===== config.mk =====
export PLATFORM = sky130hd
export DESIGN_NAME = inst_fetch_unit
export DESIGN_NICKNAME = d
export VERILOG_FILES = /design/src/rtl/inst_fetch_unit.sv
export SDC_FILE = /design/constraint.sdc
export NUM_CORES = 1
export LEC_CHECK = 0
export ABC_CLOCK_PERIOD_IN_PS = 2400
export CAP_MARGIN = 30
export CORE_UTILIZATION = 36
export CTS_CLUSTER_SIZE = 10
export DETAILED_ROUTE_END_ITERATION = 10
export PLACE_DENSITY = 0.83
export SYNTH_ARGS = -nofsm -noshare
export SYNTH_HDL_FRONTEND = slang
export SYNTH_SLANG_ARGS = --single-unit

===== constraint.sdc =====
create_clock -name clk -period 2.4 [get_ports clk]
set_clock_uncertainty 0.1 [all_clocks]
set_input_delay 0.48 -clock clk [delete_from_list [all_inputs] [get_ports clk]]
set_output_delay 0.48 -clock clk [all_outputs]
set_load 0.02 [all_outputs]

===== src/rtl/inst_fetch_unit.sv =====
`default_nettype none
// ============================================================================
//  Module   : inst_fetch_unit
//  Brief    : Fetches 32-bit instruction words over a valid/ready read channel
//             and presents them to the core, with alignment/bus/timeout faults.
//  Revision : 1.0  initial release
// ============================================================================
module inst_fetch_unit #(
   parameter int unsigned TIMEOUT  = 255,
   parameter logic [31:0] NOP_INST = 32'h0000_0013
) (
   input  logic        clk,
   input  logic        rst,
   input  logic        fetch_req,
   input  logic [31:0] pc_in,
   output logic        busy,
   output logic        ar_valid,
   output logic [31:0] ar_addr,
   input  logic        ar_ready,
   input  logic        r_valid,
   input  logic [31:0] r_data,
   input  logic [1:0]  r_resp,
   output logic        r_ready,
   output logic [31:0] inst,
   output logic [31:0] inst_pc,
   output logic        inst_valid,
   input  logic        inst_ready,
   output logic        fault,
   output logic [1:0]  fault_code
);

   localparam int unsigned CNT_W = $clog2(TIMEOUT + 1);
   localparam logic [CNT_W-1:0] c_tmo_last = CNT_W'(TIMEOUT - 1);
   localparam logic [CNT_W-1:0] c_tmo_sat  = CNT_W'(TIMEOUT);
   localparam logic [CNT_W-1:0] c_cnt_one  = CNT_W'(1);

   localparam logic [1:0] c_code_none  = 2'b00;
   localparam logic [1:0] c_code_align = 2'b01;
   localparam logic [1:0] c_code_bus   = 2'b10;
   localparam logic [1:0] c_code_tmo   = 2'b11;

   typedef enum logic [1:0] {
      ST_IDLE = 2'd0,
      ST_AR   = 2'd1,
      ST_R    = 2'd2,
      ST_OUT  = 2'd3
   } state_t;

   state_t           r_state;
   state_t           w_state_nxt;
   logic             w_accept;
   logic             w_misaligned;
   logic             w_rsp;
   logic             w_tmo;
   logic [CNT_W-1:0] r_cnt;
   logic [31:0]      r_ar_addr;
   logic [31:0]      r_inst;
   logic [31:0]      r_inst_pc;
   logic             r_fault;
   logic [1:0]       r_fault_code;

   assign w_misaligned = |pc_in[1:0];

   always_ff @(posedge clk or posedge rst) begin
      if (rst) begin
         r_state <= ST_IDLE;
      end else begin
         r_state <= w_state_nxt;
      end
   end

   always_comb begin
      w_state_nxt = r_state;
      w_accept    = 1'b0;
      w_rsp       = 1'b0;
      w_tmo       = 1'b0;
      case (r_state)
         ST_IDLE: begin
            w_accept = fetch_req;
         end
         ST_AR: begin
            if (ar_ready) begin
               w_state_nxt = ST_R;
            end
         end
         ST_R: begin
            if (r_valid) begin
               w_rsp       = 1'b1;
               w_state_nxt = ST_OUT;
            end else if (r_cnt == c_tmo_last) begin
               w_tmo       = 1'b1;
               w_state_nxt = ST_OUT;
            end
         end
         ST_OUT: begin
            if (inst_ready) begin
               w_accept    = fetch_req;
               w_state_nxt = ST_IDLE;
            end
         end
         default: w_state_nxt = ST_IDLE;
      endcase
      if (w_accept) begin
         w_state_nxt = w_misaligned ? ST_OUT : ST_AR;
      end
   end

   // Counter saturates at TIMEOUT; the fault fires on the cycle it gets there.
   always_ff @(posedge clk or posedge rst) begin
      if (rst) begin
         r_cnt        <= '0;
         r_ar_addr    <= '0;
         r_inst       <= NOP_INST;
         r_inst_pc    <= '0;
         r_fault      <= 1'b0;
         r_fault_code <= c_code_none;
      end else begin
         if (r_state == ST_AR && ar_ready) begin
            r_cnt <= '0;
         end else if (r_state == ST_R && !r_valid && r_cnt != c_tmo_sat) begin
            r_cnt <= r_cnt + c_cnt_one;
         end

         if (w_accept) begin
            r_ar_addr <= pc_in;
            r_inst_pc <= pc_in;
            r_inst    <= NOP_INST;
            if (w_misaligned) begin
               r_fault      <= 1'b1;
               r_fault_code <= c_code_align;
            end else begin
               r_fault      <= 1'b0;
               r_fault_code <= c_code_none;
            end
         end else if (w_rsp) begin
            if (r_resp == 2'b00) begin
               r_inst <= r_data;
            end else begin
               r_inst       <= NOP_INST;
               r_fault      <= 1'b1;
               r_fault_code <= c_code_bus;
            end
         end else if (w_tmo) begin
            r_inst       <= NOP_INST;
            r_fault      <= 1'b1;
            r_fault_code <= c_code_tmo;
         end
      end
   end

   // Handshake strobes are decoded from state so reset clears them at once.
   assign busy       = (r_state == ST_AR) || (r_state == ST_R);
   assign ar_valid   = (r_state == ST_AR);
   assign r_ready    = (r_state == ST_R);
   assign inst_valid = (r_state == ST_OUT);
   assign ar_addr    = r_ar_addr;
   assign inst       = r_inst;
   assign inst_pc    = r_inst_pc;
   assign fault      = r_fault;
   assign fault_code = r_fault_code;

endmodule
`default_nettype wire


== Word-level counts from Yosys, hierarchy flattened ==
Cells that the tools add are included.
Storage, ports and cells
  word-level logic and storage cells: 59
  register bits: 77
  output and inout port bits: 103
Operators by class
  multiplexer cells: 30
  $add $sub $neg: 1
  reductions and logical operators: 13
  eq/ne operators: 9
Operator list (count)
  $mux 32: 4
  $mux 2: 10
  $mux 8: 2
  $mux 1: 12
  $add 8x1->8 const B: 1
  $eq 8x8->1 const B: 1
  $ne 8x8->1 const B: 1
  $ne 3x1->1 const B: 2
  $pmux 2 s3: 1
  $eq 2x2->1 const B: 2
  $logic_not 2->1: 2
  $ne 4x2->1 const B: 1
  $reduce_and 4->1: 1
  $reduce_bool 4->1: 1
  $logic_and 1x1->1: 3
  $ne 3x3->1 const B: 1
  $reduce_bool 3->1: 1
  $eq 2x1->1 const B: 1
  $pmux 1 s2: 1
  $reduce_and 2->1: 1
  $reduce_bool 2->1: 1
  $reduce_or 2->1: 1
  $logic_not 1->1: 1
  $logic_or 1x1->1: 1

== Depth between registers and ports, before layout ==
  depth after elaboration: 7
  depth in mapped cells: 8
  depth with buffers taken out: 6

== Worst setup path after synthesis ==
OpenSTA, ideal clock, no wires.
  path kind: register to register
  from: register r_state[0]
  to: register r_inst[25], in the netlist inst[25]
  path slack: 275 ps
  path buffers: 2
  period minus slack after synthesis: 2125 ps
  cell stages (with the launch flop): 8
  required time: 2179 ps
  arrival time: 1904 ps
  cells stage by stage: dfrtp_1 > inv_1 > ha_1 > nor3b_2 > and4b_1 > buf_2 > buf_6 > a22o_1
Between the ends
  cells in the longest elaborated chain, start to end: 4
  elaborated cells between the ends (all ways): 9
Ends and longest elaborated chain
  start, declared: RTL line 49  | state_t r_state;
  start signal, assigned: RTL line 68  | r_state <= w_state_nxt;
  $eq 2x2->1: RTL line 77  | case (r_state)
  $mux 1: RTL line 77
  $mux 32: RTL line 135  | end else if (w_rsp) begin
  $mux 32: RTL line 124  | if (w_accept) begin
  end signal, assigned: RTL line 137  | r_inst <= r_data;
  end, declared: RTL line 57  | logic [31:0] r_inst;
Parallel ways exist; a longest one is shown, timed or not.
A chain may end at the register's enable or synchronous reset.

== Worst setup path after layout ==
  from: register r_state[1]
  to: output ar_valid
Between the ends
  cells in the longest elaborated chain, start to end: 1
Ends and longest elaborated chain
  $eq 2x1->1: RTL line 153  | assign ar_valid = (r_state == ST_AR);
  end, declared: RTL line 17  | output logic ar_valid,
Every way passes these cells.

==> metrics.txt <==
outcome=finished clean; sequential area share after synthesis=56.9%; Syn Inst Count=about 260; post-CTS setup buffers=0; Clock Sinks=77; post-DP HPWL=6.40 mm; # H-tree levels=3; crit path capture type=output pin; DRT antenna net count=0; Crit Path Class=flop to output pin; RSZ-0062 raised after global routing=no; # port buffers=174; syn_area_per_cell=approximately 13 sq um; max-cap violation count=0; Pleak=2.24 nW; top-level I/O count=175; WL per Instance=16.1 microns; GRT Resource Usage Total=17.5%; WHS=between 0.3 and 0.4 ns; Yosys cell types=47; fin area=5320 sq um; CTS tree=done; CP Max Fanout=5; Post-synth EDFFs=0; Area growth syn-to-layout=56.5%; Die W=99.1 microns; die area=9820 sq um; worst hold stages=1; clock-pin transition on the worst setup and hold timing paths=0.08 ns; Final Util=57.8%; Primary FF master, synth=dfrtp_1; Register-to-Register Path Depth=7; initial antenna violation count=0; first-pass GRT wire length=13.3 mm; total wire length=approximately 8.5 mm; Tmin final=approximately 2.3 ns; PwrDens=1360 nW/um^2; core area=9200 sq um; routability cong.=0.757; Fmax=438 MHz; RR Startpoint=r_state[0]; Clock Latency Late Sink=about 0.34 ns; endpoints failing setup=0; fin crit share=a little over nine tenths; HP Class=flop to flop; # rows=35; Root Buffer=clkbuf_8; total number of vias=2652; FF-to-FF End=inst[18]; ys async rst share=100%; post-synth net total=341; Post-Syn Area=3400 sq um; # nets final=490; WP data arrival=1.70 ns; Final Slew Violations=0; Critical Path RT=around 1.8 ns; hold_sp=inst[26]; Critical path origin=r_state[1]; DP Area=5080 sq um; Total Power=7.25 mW; Via density=5.03; drt first pass iters=4; Hold Buf Count CTS=0; largest net degree at the start of global routing=30; vias in the first global route=about 2.7k; CP startpoint kind=flop; setup slack, reg-to-reg=0.20 ns; antenna cells=0; grt ovf=0; initial core utilization=36.9%; cts bufs inserted=9; layout cells sized above 1=15.9%; Min-Delay Endpoint=inst[26]; Slew HR=62.1%; #FFs+latches synth=77; # DRC=0; final hold viol count=0; die span in y=about 100 microns; Worst Tran Pin Value=around 0.57 ns; CTS max path bufs=2; DRT iter0 DRCs=84; Ys Warns=0; Max IR drop VDD=approximately 0.63 mV
-- critical path, stage by stage, from the launching register on --
cell and delay, ns:
dfrtp_1 0.43, inv_1 0.09, ha_1 0.21, clkdlybuf4s50_1 0.63
-- power breakdown --
group,switching [mW],internal (mW),leakage [nW]
Combinational,1.88,2.01,1.16
Clock,0.490,0.623,0.111
Sequential,0.401,1.84,0.972
Total,2.77,4.48,2.24
-- cells in the final DEF (no fill, tap or decap), drive strengths merged, types with 2 or more instances in the layout --
master,instances
o21ai,5
o22a,3
and2,2
mux2,32
a21oi,8
a31oi,2
nor2,7
dfstp,3
or4,2
dlygate4sd2,2
buf,9
a22o,29
nand2,7
bufinv,2
clkdlybuf4s50,172
clkbuf,10
o211ai,2
dfrtp,74
ha,7
o21bai,2
clkinvlp,3
nand3,2
inv,6
xor2,2
-- through the flow --
stage	instances	TNS [ns]	setup slack, ns
after floorplan	262	0	0.275
after global placement	510	-3.15	-0.111
after detailed placement	511	-0.000550	-0.000550
after CTS	527	0	0.0903
after global routing	527	0	0.0384
final	527	0	0.118
-- synthesized netlist by cell type (3+ instances only) --
cell type | number | area [sq um]
buf_4 | 32 | 240
dfrtp_1 | 74 | 1850
o22a_1 | 3 | 26.3
dfstp_2 | 3 | 78.8
a22o_1 | 29 | 254
mux2_2 | 32 | 360
inv_1 | 6 | 22.5
buf_2 | 8 | 40.0
nand2_1 | 7 | 26.3
nor2_1 | 7 | 26.3
o21ai_0 | 5 | 25.0
ha_1 | 7 | 87.6
a21oi_1 | 8 | 40.0
-- routing by layer --
layer  vias up  part of all wire, %  routed length, microns  track usage [%]
met4         0                  1.1                      95             6.67
met2       139                   50                    4270             30.8
met1      1288                   41                    3480             20.8
li1       1217                    -                       -                -
met5         -                    0                       0                0
met3         8                  7.4                     623             4.29
-- cell families after synthesis --
kind of cell / Yosys count / synth area share [%]
AO/OA/AOI/OAI: 60 / 13.8
multiplexers: 33 / 10.9
XOR/XNOR: 3 / 0.774
flip-flops: 77 / 56.9
AND/OR/NAND/NOR: 31 / 5.34
adder cells (fa/ha/maj): 7 / 2.58
buffers and inverters: 51 / 9.73
-- final cells by class --
type                    count  area [sq um]
fillers                   794          3880
flip-flops and latches     77          1930
clock buffers              10           138
clock inverters             6          95.1
multi-input cells         134          1150
repair buffers            183          1840
well taps                 111           139
inverters                   6          26.3
-- worst max path at each step --
stage	endpoint	depth (start not counted)
3_5_place_dp	inst[24]	7
2_1_floorplan	inst[25]	7
4_1_cts	ar_valid	3
5_1_grt	ar_valid	3
3_3_place_gp	inst[7]	5
6_report	ar_valid	3
-- registers in the layout, indices dropped and copies added, names as in the netlist --
register / cells
fault: 1
fault_code: 2
inst: 32
inst_pc: 32
r_cnt: 8
r_state: 2
-- timing repair --
action	in CTS	in global routing
endpoints found under the setup margin	2	0
hold endpoints to repair	0	0
gates resized for setup	3	0
(Power assumes the default switching activity.)
